$ cat config.mk
export PLATFORM = sky130hd
export DESIGN_NAME = delay_timer_arbiter_flat
export DESIGN_NICKNAME = d
export VERILOG_FILES = /design/src/rtl/delay_timer_arbiter_if.sv /design/src/rtl/delay_timer_arbiter.sv /design/src/flat_wrapper.sv
export SDC_FILE = /design/constraint.sdc
export NUM_CORES = 1
export LEC_CHECK = 0
export CAP_MARGIN = 30
export CORE_MARGIN = 8
export CORE_UTILIZATION = 43
export CTS_CLUSTER_SIZE = 14
export DETAILED_ROUTE_END_ITERATION = 8
export GPL_TIMING_DRIVEN = 0
export PLACE_DENSITY = 0.89
export SLEW_MARGIN = 20
export SYNTH_ARGS = -nofsm -noshare
export SYNTH_HDL_FRONTEND = slang
export SYNTH_SLANG_ARGS = --single-unit
$ cat constraint.sdc
create_clock -name Clk -period 5.8 [get_ports Clk]
set_clock_uncertainty 0.2 [all_clocks]
set_input_delay 1.16 -clock Clk [delete_from_list [all_inputs] [get_ports Clk]]
set_output_delay 1.16 -clock Clk [all_outputs]
set_load 0.005 [all_outputs]
$ cat src/rtl/delay_timer_arbiter_if.sv
// delay_timer_arbiter_if: request/grant bundle for the shared delay timer.
interface delay_timer_arbiter_if #(parameter int Data_Width = 32);
  logic [3:0]              Req;
  logic [4*Data_Width-1:0] Load_Val;
  logic [3:0]              Cancel;
  logic [3:0]              Grant;
  logic [3:0]              Done;
  logic                    Busy;
  logic [Data_Width-1:0]   Remaining;
  modport master (output Req, Load_Val, Cancel, input Grant, Done, Busy, Remaining);
  modport slave  (input Req, Load_Val, Cancel, output Grant, Done, Busy, Remaining);
endinterface

$ cat src/rtl/delay_timer_arbiter.sv
// delay_timer_arbiter: round-robin arbiter lending one shared down-counter to four requesters.
// Completion is detected when the counter wraps past zero, so a load of V finishes V+2 cycles after grant.
module delay_timer_arbiter #(
  parameter int Data_Width = 32
) (
  input logic               Clk,
  input logic               Rst_n,
  delay_timer_arbiter_if.slave bus
);
  typedef enum logic [1:0] {IDLE, COUNT, FIN} state_t;
  state_t                state_q, state_d;
  logic [Data_Width-1:0] cnt_q, cnt_d;
  logic [3:0]            grant_q, grant_d;
  logic [3:0]            done_q, done_d;
  logic [1:0]            ptr_q, ptr_d;
  logic [1:0]            win, own;
  logic [Data_Width-1:0] lv_sel;
  always_comb begin
    win = ptr_q;
    for (int k = 3; k >= 0; k--)
      if (bus.Req[ptr_q + 2'(k)]) win = ptr_q + 2'(k);
  end
  assign own    = {grant_q[3] | grant_q[2], grant_q[3] | grant_q[1]};
  assign lv_sel = bus.Load_Val[win*Data_Width +: Data_Width];
  always_comb begin
    state_d = state_q;
    cnt_d   = cnt_q;
    grant_d = grant_q;
    done_d  = '0;
    ptr_d   = ptr_q;
    case (state_q)
      IDLE:
        if (|bus.Req) begin
          state_d = COUNT;
          cnt_d   = {1'b0, lv_sel[Data_Width-2:0]};
          grant_d = 4'b0001 << win;
        end
      COUNT:
        // wrap takes precedence over a simultaneous cancel
        if (cnt_q[Data_Width-1]) begin
          state_d = FIN;
          done_d  = grant_q;
        end else if (|(bus.Cancel & grant_q)) begin
          state_d = IDLE;
          grant_d = '0;
          ptr_d   = own + 2'd1;
        end else
          cnt_d = cnt_q - 1'b1;
      FIN: begin
        state_d = IDLE;
        grant_d = '0;
        ptr_d   = own + 2'd1;
      end
      default: state_d = IDLE;
    endcase
  end
  always_ff @(posedge Clk or negedge Rst_n)
    if (!Rst_n) begin
      state_q <= IDLE;
      cnt_q   <= '0;
      grant_q <= '0;
      done_q  <= '0;
      ptr_q   <= '0;
    end else begin
      state_q <= state_d;
      cnt_q   <= cnt_d;
      grant_q <= grant_d;
      done_q  <= done_d;
      ptr_q   <= ptr_d;
    end
  assign bus.Grant     = grant_q;
  assign bus.Done      = done_q;
  assign bus.Busy      = |grant_q;
  assign bus.Remaining = cnt_q;
endmodule

$ cat src/flat_wrapper.sv
// flat-port wrapper written by rule: the top's interface ports become plain ports
module delay_timer_arbiter_flat 
#(
  parameter int Data_Width = 32
)
  (Clk, Rst_n, bus_Req, bus_Load_Val, bus_Cancel, bus_Grant, bus_Done, bus_Busy, bus_Remaining);
  delay_timer_arbiter_if #(.Data_Width(Data_Width)) bus_i ();
  input logic Clk;
  input logic Rst_n;
  input wire logic [$bits(bus_i.Req)-1:0] bus_Req;
  input wire logic [$bits(bus_i.Load_Val)-1:0] bus_Load_Val;
  input wire logic [$bits(bus_i.Cancel)-1:0] bus_Cancel;
  output wire logic [$bits(bus_i.Grant)-1:0] bus_Grant;
  output wire logic [$bits(bus_i.Done)-1:0] bus_Done;
  output wire logic [$bits(bus_i.Busy)-1:0] bus_Busy;
  output wire logic [$bits(bus_i.Remaining)-1:0] bus_Remaining;
  assign bus_i.Req = bus_Req;
  assign bus_i.Load_Val = bus_Load_Val;
  assign bus_i.Cancel = bus_Cancel;
  assign bus_Grant = bus_i.Grant;
  assign bus_Done = bus_i.Done;
  assign bus_Busy = bus_i.Busy;
  assign bus_Remaining = bus_i.Remaining;
  delay_timer_arbiter #(.Data_Width(Data_Width)) u_core (.Clk(Clk), .Rst_n(Rst_n), .bus(bus_i));
endmodule
Word-level counts from Yosys, hierarchy flattened

Index checks and enable logic that the tools add are counted.
W data, S select, Z words.

Bits in registers: 44
Output and inout port bits: 41

Add/subtract/negate cells: 5
Magnitude comparators: 4
Equality and inequality tests: 7
Shift operators: 2
Muxes and demuxes: 29
Bitwise logic cells: 3
Reduce and logical (&&, ||, !) cells: 12

Operators with widths:

| kind                    | count |
|---|---|
| $shiftx A128 B8 Y31     | 1 |
| $mux W32                | 3 |
| $pmux W32 S2            | 1 |
| $sub A32 B1 Y32 const B | 1 |
| $mux W4                 | 5 |
| $mux W2                 | 9 |
| $lt A2 B3 Y1 const B    | 4 |
| $pmux W4 S3             | 1 |
| $reduce_or A4 Y1        | 3 |
| $bmux W1 S2             | 4 |
| $pmux W2 S2             | 2 |
| $reduce_and A4 Y1       | 2 |
| $add A2 B1 Y2 const B   | 2 |
| $add A2 B2 Y2 const B   | 2 |
| $and A4 B4 Y4           | 1 |
| $mux W1                 | 4 |
| $ne A2 B1 Y1 const B    | 2 |
| $ne A2 B2 Y1 const B    | 2 |
| $reduce_and A2 Y1       | 2 |
| $reduce_bool A2 Y1      | 2 |
| $shl A1 B2 Y4 const A   | 1 |
| $ne A3 B1 Y1 const B    | 1 |
| $reduce_and A3 Y1       | 1 |
| $reduce_bool A3 Y1      | 1 |
| 4 further kinds         | 5 |

Longest topological paths before layout

Gate-level depths: netlist (run 1).

Depth after elaboration: 10
Depth in mapped cells: 9

Worst setup path after synthesis (run 1)

OpenSTA, ideal clock, no wires.

Path type: input -> register
Start: in bus_Req[1]
End: reg u_core.cnt_q[21], in the netlist u_core.bus.Remaining[21]
Library setup time: 0.126 ns
Data arrival time: 2.798 ns
Path slack: 2.676 ns
Stages on the path: 6
Buffers on the path: 1
Cells stage by stage: buf_2 nor4_1 a21o_1 or3_4 or4_1 a311o_1

Cells in the longest elaborated chain, start to end: 9

RTL lines:

| element                       | line                      | source |
|---|---|---|
| from (decl)                   | flat_wrapper.sv:10        | `input wire logic [$bits(bus_i.Req)-1:0] bus_Req;` |
| $bmux W1 S2                   | delay_timer_arbiter.sv:21 | `if (bus.Req[ptr_q + 2'(k)]) win = ptr_q + 2'(k);` |
| $mux W1 (implied by the code) | delay_timer_arbiter.sv:21 |  |
| $mux W2 (4 in a row)          | delay_timer_arbiter.sv:21 |  |
| $shiftx A128 B8 Y31           | delay_timer_arbiter.sv:24 | `assign lv_sel = bus.Load_Val[win*Data_Width +: Data_Width];` |
| $mux W32                      | delay_timer_arbiter.sv:33 | `if (\|bus.Req) begin` |
| $pmux W32 S2                  | delay_timer_arbiter.sv:31 | `case (state_q)` |
| to (signal assigned)          | delay_timer_arbiter.sv:66 | `cnt_q <= cnt_d;` |
| to (decl)                     | delay_timer_arbiter.sv:12 | `logic [Data_Width-1:0] cnt_q, cnt_d;` |

Several ways; a longest one is shown, not always the timed one. The select of a mux whose other input is x is not followed.
A chain may end at the register's enable or synchronous reset.

Worst setup path in the final report (run 1)

Start: in bus_Cancel[0]
End: reg u_core.cnt_q[24], in the netlist u_core.bus.Remaining[24]

Cells in the longest elaborated chain, start to end: 4

RTL lines:

| element                     | line                      | source |
|---|---|---|
| from (decl)                 | flat_wrapper.sv:12        | `input wire logic [$bits(bus_i.Cancel)-1:0] bus_Cancel;` |
| $and A4 B4 Y4               | delay_timer_arbiter.sv:43 | `end else if (\|(bus.Cancel & grant_q)) begin` |
| $reduce_or A4 Y1            | delay_timer_arbiter.sv:43 |  |
| $ne A2 B2 Y1 (no line)      | -                         |  |
| $reduce_and A4 Y1 (no line) | -                         |  |

No other way between the ends.

==> flow_summary.yaml, run 1 <==
outcome:
  status: "complete, no violations"
sta:
  drv_slew: 0
  worstMarginPinSlew_ns: 1.002
  slew_headroom: 0.3269
  setup_violations: 0
  setup_tns_ns: 0
  max_freq_ghz: 0.2610
  min_period_ns: 3.831
  hold_viol_final: 0
  holdWs_ns: 0.3506
  min_period_over_period: 0.6606
  worst_slack_ns: 1.969
  rsz0062_at_grt: "no"
drt:
  wl_per_cell_um: 22.54
  routed_via_density: 6.413
  drc: 0
  drtIter0Drc: 528
  dr.pass1.iters: 6
  vias: 4367
  postRouteAntennaNets: 0
  drt-total-wl_mm: 15.35
setup_path:
  r2r_end: "u_core.bus.Remaining[23]$_DFFE_PN0P_"
  worstSetupEndpointType: "flip-flop"
  cp_slowest_stage_delay_ns: 0.86
  cp-start-kind: "primary input"
  r2r-start: "u_core.state_q[0]$_DFFE_PN0P_"
  arrival_ns: 3.80
  rr_worst_depth: 7
  crit_type: "primary input to flip-flop"
  cp_slowest_cell: "nor3_1"
  crit_chain: "clkdlybuf4s50_1 > a22oi_1 > nand2_1 > nor3_1 > nor2_1 > o21ai_0 > o311ai_0"
  worstPathRequired_ns: 5.77
  rrSetupSlack_ns: 2.74
  cp_max_fo: 7
cells_and_area:
  nFillCells: 640
  syn2layout_area_growth_pct: 59.28
  nets: 720
  layout-drive-gt1-share: 0.05181
  final_cells: 681
  regArea_um2: 1101
  multi_input_area_um2: 2087
  num_antenna_cells: 0
power:
  finalPower_mw: 2.244
  vdd_drop_max_v: 0.0002309
  power.leakage_nw: 2.033
  p_per_area_nw_per_um2: 424.5
yosys:
  syn_avg_cell_area_um2: 8.337
  yosys_most_used_dff: "dfrtp_1"
  synth_edf_count: 0
  async_flop_share: 1.000
  ys_seq_area_frac: 0.3318
  ys_warn_count: 0
  synth_cell_types: 61
  synth_cells: 398
  syn_area_um2: 3318
  synth_seq_cells: 44
  syn_nets: 540
grt:
  grtUsageTotal: 0.2715
  grt-ovfl-total: 0
  grt_pass1_wl_mm: 23.82
  antenna_found_initial: 0
  grt_start_max_net_pins: 26
  grt_pass1_vias: 4461
die:
  core_area_um2: 7607
  initial_core_util: 0.4362
  fp.dieH_um: 103.8
  dieArea_um2: 10780
  die_w_um: 103.8
  io_pins: 179
  num_rows: 32
clocking:
  cts_resized: 0
  clk_latency_ns: 0.31
  max-clock-path-buffers: 2
  htreeDepth: 2
  cts_hold_buf: 0
  tritoncts: "yes"
  clock-root-buffer: "clkbuf_8"
  cts.sinks: 44
  cts_setup_buffers: 0
  cts_made_buffers: 5
  clk_pin_slew_ns: 0.10
worst_hold_path:
  holdPathEnd: "u_core.bus.Remaining[10]$_DFFE_PN0P_"
  min_from: "u_core.bus.Remaining[10]$_DFFE_PN0P_"
  hold_path_class: "flip-flop to flip-flop"
  hold_depth: 2
place:
  pre_cts_ws_ns: 1.742
  gp_congestion: 0.9172
  detailed_place_hpwl_mm: 11.74
  numPlacedInstances: 673
  io_buffers: 172
flow_run:
  maxCapViolCount: 0
==> cells in the mapped netlist (2+ instances only) <==
master     count  area, µm²
a221o_1        7      70.07
nand4b_1       2      17.52
o32a_1         2      20.02
inv_1          7      26.28
and2_1         2      12.51
a22o_1        14      122.6
dfrtp_1       44       1101
a2bb2oi_1      2      17.52
nand2b_1       8      50.05
a21oi_1       22      110.1
nand4_1        2      12.51
nand3b_1       2      15.01
nor2b_1        2      12.51
o31ai_1        2      15.01
clkbuf_1      25      93.84
nor3b_1        7      52.55
o311ai_0       5      43.79
or4_1          2      15.01
or3_2          2      15.01
a21boi_0       2      15.01
buf_2          3      15.01
xnor2_1        3      26.28
nor2_1        30      112.6
xor2_1         2      17.52
a22oi_1       50      375.4
or3_1          7      43.79
nor4_1         8      50.05
ha_1           4      50.05
a311o_1        2      20.02
and3_1         5      31.28
nand2_1       29      108.9
a31oi_1        9      56.30
a211o_1        7      61.31
nand3_1        8      40.04
o32ai_1        2      17.52
nor3_1        11      55.05
o21ai_0       33      165.2
==> cell type report <==
| type | count | share of cell area |
|---|---|---|
| Buffer | 28 | 0.02060 |
| Clock buffer | 6 | 0.01562 |
| Clock inverter | 2 | 0.002841 |
| Inverter | 7 | 0.004972 |
| Multi-Input combinational cell | 319 | 0.3949 |
| Sequential cell | 44 | 0.2083 |
| Tap cell | 102 | 0.02415 |
| Timing Repair Buffer | 173 | 0.3286 |
==> cells by family after synthesis <==
group | count (synthesis) | synth area share
fa+ha+maj | 4 | 0.01508
flops | 44 | 0.3318
compound gates | 170 | 0.3624
buf+inv | 35 | 0.04072
xor+xnor | 5 | 0.01320
mux | 2 | 0.006410
simple gates | 138 | 0.2304
==> registers in the layout (all words and copies together), names as in the netlist <==
name                  count
u_core.state_q            2
u_core.bus.Done           4
u_core.bus.Remaining     32
u_core.bus.Grant          4
u_core.ptr_q              2
==> placed cells by master (no fill, tap or decap), drive strengths merged, types with 3 or more instances in the layout <==
| master | count |
|---|---|
| inv | 7 |
| a211o | 7 |
| nor2 | 30 |
| or4 | 3 |
| buf | 5 |
| clkdlybuf4s50 | 171 |
| nand2b | 8 |
| nor4 | 10 |
| o311ai | 5 |
| a22oi | 50 |
| dfrtp | 44 |
| a21oi | 22 |
| ha | 4 |
| nand3 | 8 |
| and3 | 5 |
| nor3 | 13 |
| o21ai | 34 |
| clkbuf | 31 |
| nor3b | 7 |
| nand2 | 30 |
| and2 | 3 |
| xnor2 | 3 |
| a221o | 7 |
| or3 | 10 |
| a22o | 14 |
| a31oi | 9 |
==> worst max path at each step <==
stage                   from                              endpoint  slack [ns]
4_1_cts           bus_Req[0]  u_core.bus.Remaining[17]$_DFFE_PN0P_        2.08
3_5_place_dp      bus_Req[0]  u_core.bus.Remaining[17]$_DFFE_PN0P_        1.74
2_1_floorplan     bus_Req[1]  u_core.bus.Remaining[21]$_DFFE_PN0P_        2.68
6_report       bus_Cancel[0]  u_core.bus.Remaining[24]$_DFFE_PN0P_        1.97
3_3_place_gp      bus_Req[0]  u_core.bus.Remaining[26]$_DFFE_PN0P_        1.77
5_1_grt           bus_Req[0]   u_core.bus.Remaining[2]$_DFFE_PN0P_        1.85
==> critical path: cells and delay by family <==
family	cells	cell delay (ns)
buffers and inverters	1	0.42
AND/OR/NAND/NOR	3	1.47
AO/OA/AOI/OAI	3	0.75
==> routing by layer <==
| layer | track usage | up-vias | routed length, µm |
|---|---|---|---|
| met3 | 0.06753 | 59 | 1491 |
| met2 | 0.4542 | 305 | 7472 |
| met5 | 0 | - | 0 |
| li1 | - | 1920 | - |
| met4 | 0.1417 | 0 | 702 |
| met1 | 0.3141 | 2083 | 5685 |
==> stage by stage <==
| step | cell area [µm²] | utilization |
|---|---|---|
| 6_report | 5285 | 0.6947 |
| 5_1_grt | 5285 | 0.6947 |
| 4_1_cts | 5285 | 0.6947 |
| 3_5_place_dp | 5187 | 0.6819 |
| 3_3_place_gp | 5167 | 0.6793 |
| 2_1_floorplan | 3318 | - |
==> power breakdown <==
part	total, mW	internal, mW	switching, mW
logic	1.45	0.640	0.806
clock network	0.216	0.0967	0.119
registers	0.582	0.419	0.163
total	2.24	1.16	1.09
No activity file was read; power rests on OpenSTA's default activity.
==> inputs of run 2 (changes only) <==
- CORE_UTILIZATION: 43 -> 40
- PLACE_DENSITY: 0.89 -> 0.84
- clock period: 5.8 -> 3.85 ns (I/O delays scaled with it)
==> flow_summary.yaml, run 2 (synthesis gave the netlist of run 1 again) <==
outcome:
  status: "complete, no violations"
setup_path:
  worstPathRequired_ns: 3.88
  cp_max_fo: 10
  arrival_ns: 3.37
  critical-path-top-delay-family: "compound AO/OA/AOI/OAI gates"
  r2r-start: "u_core.state_q[0]$_DFFE_PN0P_"
  critPathLaunch: "bus_Req[2]"
  crit_chain: "clkdlybuf4s50_1 > nor3b_1 > o21ai_0 > a22oi_1 > clkbuf_1 > a22oi_1 > a211o_1 > o21ai_0"
  cp_slowest_cell: "clkbuf_1"
  cp_slowest_stage_delay_ns: 0.62
  worstSetupEndpointType: "flip-flop"
  cp.buffers_inverters: 2
  crit_type: "primary input to flip-flop"
  cp-start-kind: "primary input"
cells_and_area:
  stdcell_area_um2: 5284
  num_antenna_cells: 0
  nets: 720
  layout-drive-gt1-share: 0.05181
  mostFrequentLayoutCells: "clkdlybuf4s50_1 (171), a22oi_1 (50), dfrtp_1 (44)"
  final_common_cell: "clkdlybuf4s50_1"
  syn2layout_area_growth_pct: 59.24
  largest_reg_flops: 32
grt:
  grtUsageTotal: 0.2679
  grt.busiest_layer: "met2"
  grtUsageMet3: 0.06659
  use_met1: 0.3348
  use_met2: 0.4276
  grt-ovfl-total: 0
  grt_start_max_net_pins: 32
  grt_pass1_wl_mm: 24.10
  grt_pass1_vias: 4327
  antenna_found_initial: 0
worst_hold_path:
  hold_path_class: "primary input to asynchronous set/reset pin"
drt:
  routed_via_density: 6.254
  dr.pass1.iters: 6
  drt-total-wl_mm: 15.87
  wl_per_cell_um: 23.21
  drc: 0
  drtIter0Drc: 395
  postRouteAntennaNets: 0
  vias: 4278
die:
  num_rows: 33
  core_area_um2: 8134
  io_pins: 179
  dieArea_um2: 11470
  fp.dieH_um: 107.1
  die_w_um: 107.1
  initial_core_util: 0.4079
sta:
  min_period_over_period: 0.8675
  setup_violations: 0
  holdWs_ns: 0.1575
  rsz0062_at_grt: "no"
  min_period_ns: 3.340
  worstMarginPinSlew_ns: 0.9102
  max_freq_ghz: 0.2994
  drv_slew: 0
  slew_headroom: 0.3885
  hold_viol_final: 0
  setup_tns_ns: 0
place:
  place_area_um2: 5191
  detailed_place_hpwl_mm: 12.12
  gp_congestion: 0.9458
  io_buffers: 172
clocking:
  cts_made_buffers: 5
  cts_setup_buffers: 0
  clk_latency_ns: 0.31
  cts_resized: 0
  clock-root-buffer: "clkbuf_8"
  tritoncts: "yes"
  htreeDepth: 2
  clk_pin_slew_ns: 0.10
  cts.sinks: 44
  max-clock-path-buffers: 2
  cts_hold_buf: 0
power:
  p_per_area_nw_per_um2: 634.9
  power.leakage_nw: 2.030
  vdd_drop_max_v: 0.0003864
flow_run:
  maxCapViolCount: 0
-- run 2: layout make-up --
class | instances | area (µm²)
Fill cell | 681 | 2850
Multi-Input combinational cell | 319 | 2087
Timing Repair Buffer | 173 | 1737
Sequential cell | 44 | 1101
Tap cell | 105 | 131.4
Buffer | 28 | 108.9
Clock buffer | 5 | 68.82
Inverter | 7 | 26.28
Clock inverter | 3 | 23.77
-- run 2: worst reg2reg max path: cells and delay by family, from the launching register on --
family | cells | cell delay [ns]
compound gates | 3 | 0.70
buf+inv | 2 | 0.76
simple gates | 1 | 0.59
fa+ha+maj | 1 | 0.22
flops | 1 | 0.42
-- run 2: where the power goes --
| group | internal [mW] | switching, mW |
|---|---|---|
| logic | 0.963 | 1.21 |
| registers | 0.632 | 0.238 |
| clock network | 0.129 | 0.183 |
-- run 2: final timing paths --
path	to	slack [ns]	cells past startpoint
setup / recovery	u_core.bus.Remaining[4]$_DFFE_PN0P_	0.51	8
hold / removal	u_core.ptr_q[0]$_DFFE_PN0P_	0.16	1
setup reg to reg	u_core.bus.Remaining[11]$_DFFE_PN0P_	0.84	7
hold reg to reg	u_core.bus.Remaining[10]$_DFFE_PN0P_	0.34	2
max in group asynchronous	u_core.bus.Remaining[1]$_DFFE_PN0P_	2.79	2
min in group Clk	u_core.bus.Remaining[10]$_DFFE_PN0P_	0.34	2
-- run 2: through the flow --
stage,utilization,setup WS (ns),std cells,power (mW)
floorplan,-,1.116,398,2.002
detailed placement,0.6382,0.2135,676,2.984
global placement,0.6357,0.1903,675,2.936
finish,0.6496,0.5103,684,3.354
global route,0.6496,0.2875,684,3.571
CTS,0.6496,0.5314,684,3.301
-- run 2: per-layer routing --
metal | up-vias | part of all wire
met3 | 36 | 0.10
met2 | 271 | 0.49
met1 | 2045 | 0.37
met4 | 0 | 0.032
li1 | 1926 | -
met5 | - | 0
==> inputs of run 3 (changes only) <==
- CTS_BUF_LIST: default -> sky130_fd_sc_hd__clkbuf_16
==> flow_summary.yaml, run 3 (synthesis gave the netlist of run 1 again) <==
cells_and_area:
  final_util: 0.6571
  num_antenna_cells: 0
  mostFrequentLayoutCells: "clkdlybuf4s50_1 (171), a22oi_1 (50), dfrtp_1 (44)"
  final_common_cell: "clkdlybuf4s50_1"
  layout-drive-gt1-share: 0.05345
  syn2layout_area_growth_pct: 61.09
  nets: 721
  largest_reg_flops: 32
  nFillCells: 675
setup_path:
  crit_type: "primary input to flip-flop"
  worstSetupEndpointType: "flip-flop"
  cp_max_fo: 7
  cp-start-kind: "primary input"
  arrival_ns: 3.42
  worstPathRequired_ns: 3.82
drt:
  wl_per_cell_um: 23.15
  routed_via_density: 6.258
  drc: 0
  drtIter0Drc: 399
  dr.pass1.iters: 5
  postRouteAntennaNets: 0
  vias: 4287
  drt-total-wl_mm: 15.86
clocking:
  cts.sinks: 44
  cts_resized: 0
  cts_setup_buffers: 0
  clk_latency_ns: 0.29
  cts_hold_buf: 0
  cts_made_buffers: 5
  htreeDepth: 2
  tritoncts: "yes"
  clk_pin_slew_ns: 0.07
  clock-root-buffer: "clkbuf_16"
  max-clock-path-buffers: 2
outcome:
  status: "complete, no violations"
die:
  dieArea_um2: 11470
  io_pins: 179
  die_w_um: 107.1
  fp.dieH_um: 107.1
  core_area_um2: 8134
  num_rows: 33
  initial_core_util: 0.4079
power:
  p_clk_frac: 0.125
  swShare: 0.4710
  p_sw_mw: 1.642
  p_per_area_nw_per_um2: 652.2
  combinationalPowerShare: 0.625
  seq_power_share: 0.250
  vdd_drop_max_v: 0.0003985
  power.leakage_nw: 2.060
  finalPower_mw: 3.486
  p_int_mw: 1.844
sta:
  worstMarginPinSlew_ns: 0.9019
  setup_violations: 0
  setup_tns_ns: 0
  min_period_over_period: 0.8953
  rsz0062_at_grt: "no"
  drv_slew: 0
  slew_headroom: 0.3965
  min_period_ns: 3.447
  hold_viol_final: 0
  max_freq_ghz: 0.2901
  worst_slack_ns: 0.4030
worst_hold_path:
  hold_path_class: "primary input to asynchronous set/reset pin"
place:
  gp_congestion: 0.9458
  pre_cts_ws_ns: 0.2135
  detailed_place_hpwl_mm: 12.12
  io_buffers: 172
grt:
  grt_pass1_vias: 4337
  antenna_found_initial: 0
  grtUsageTotal: 0.2669
  grt_pass1_wl_mm: 24.13
  grt_start_max_net_pins: 32
  grt-ovfl-total: 0
flow_run:
  maxCapViolCount: 0
[run 3: stage by stage]
step	hold slack (ns)	cells	cell area (µm²)
floorplan	0.2744	398	3318
global route	0.2111	685	5345
detailed placement	0.3192	676	5191
CTS	0.1951	684	5340
finish	0.1914	685	5345
global placement	0.3052	675	5171
[run 3: layout make-up]
type | instances | area (µm²) | area share
plain buffers | 28 | 108.9 | 0.02037
repair buffers | 174 | 1742 | 0.3258
inverters | 7 | 26.28 | 0.004916
multi-input cells | 319 | 2087 | 0.3904
clock inverters | 3 | 23.77 | 0.004448
well taps | 105 | 131.4 | 0.02458
flip-flops and latches | 44 | 1101 | 0.2060
clock buffers | 5 | 125.1 | 0.02341
[run 3: power groups by stage]
| stage | Clock (mW) | Sequential (mW) | Combinational (mW) |
|---|---|---|---|
| 4_1_cts | 0.433 | 0.861 | 2.13 |
| 6_report | 0.435 | 0.871 | 2.18 |
| 5_1_grt | 0.452 | 0.897 | 2.35 |
| 3_3_place_gp | 0 | 0.861 | 2.07 |
| 2_1_floorplan | 0 | 0.825 | 1.18 |
| 3_5_place_dp | 0 | 0.866 | 2.12 |
[run 3: routing by layer]
metal  track usage  part of all wire  up-vias  routed length, µm
met3       0.06479             0.096       36               1522
met5             0                 0        -                  0
met4        0.1035             0.026        0                410
li1              -                 -     1924                  -
met1        0.3337              0.38     2062               6103
met2        0.4325              0.49      265               7825
[run 3: path summary, 6_finish.rpt]
path                                                            from                                    to  slack [ns]  cells after the start
worst max register to register         u_core.state_q[0]$_DFFE_PN0P_  u_core.bus.Remaining[11]$_DFFE_PN0P_        0.86                      7
worst min register to register  u_core.bus.Remaining[10]$_DFFE_PN0P_  u_core.bus.Remaining[10]$_DFFE_PN0P_        0.34                      2
worst min-delay path                                           Rst_n           u_core.ptr_q[0]$_DFFE_PN0P_        0.19                      1
min in group Clk                u_core.bus.Remaining[10]$_DFFE_PN0P_  u_core.bus.Remaining[10]$_DFFE_PN0P_        0.34                      2
max in group asynchronous                                      Rst_n   u_core.bus.Remaining[1]$_DFFE_PN0P_        2.76                      2
worst max-delay path                                      bus_Req[0]  u_core.bus.Remaining[24]$_DFFE_PN0P_        0.40                      8
[run 3: worst max-delay path, stage by stage]
cell and delay [ns]:
clkdlybuf4s50_1 0.54, nor4_1 0.73, a21o_1 0.35, nor3_1 0.15, clkbuf_2 0.19, nor2_1 0.40
o21ai_0 0.18, o311ai_0 0.12
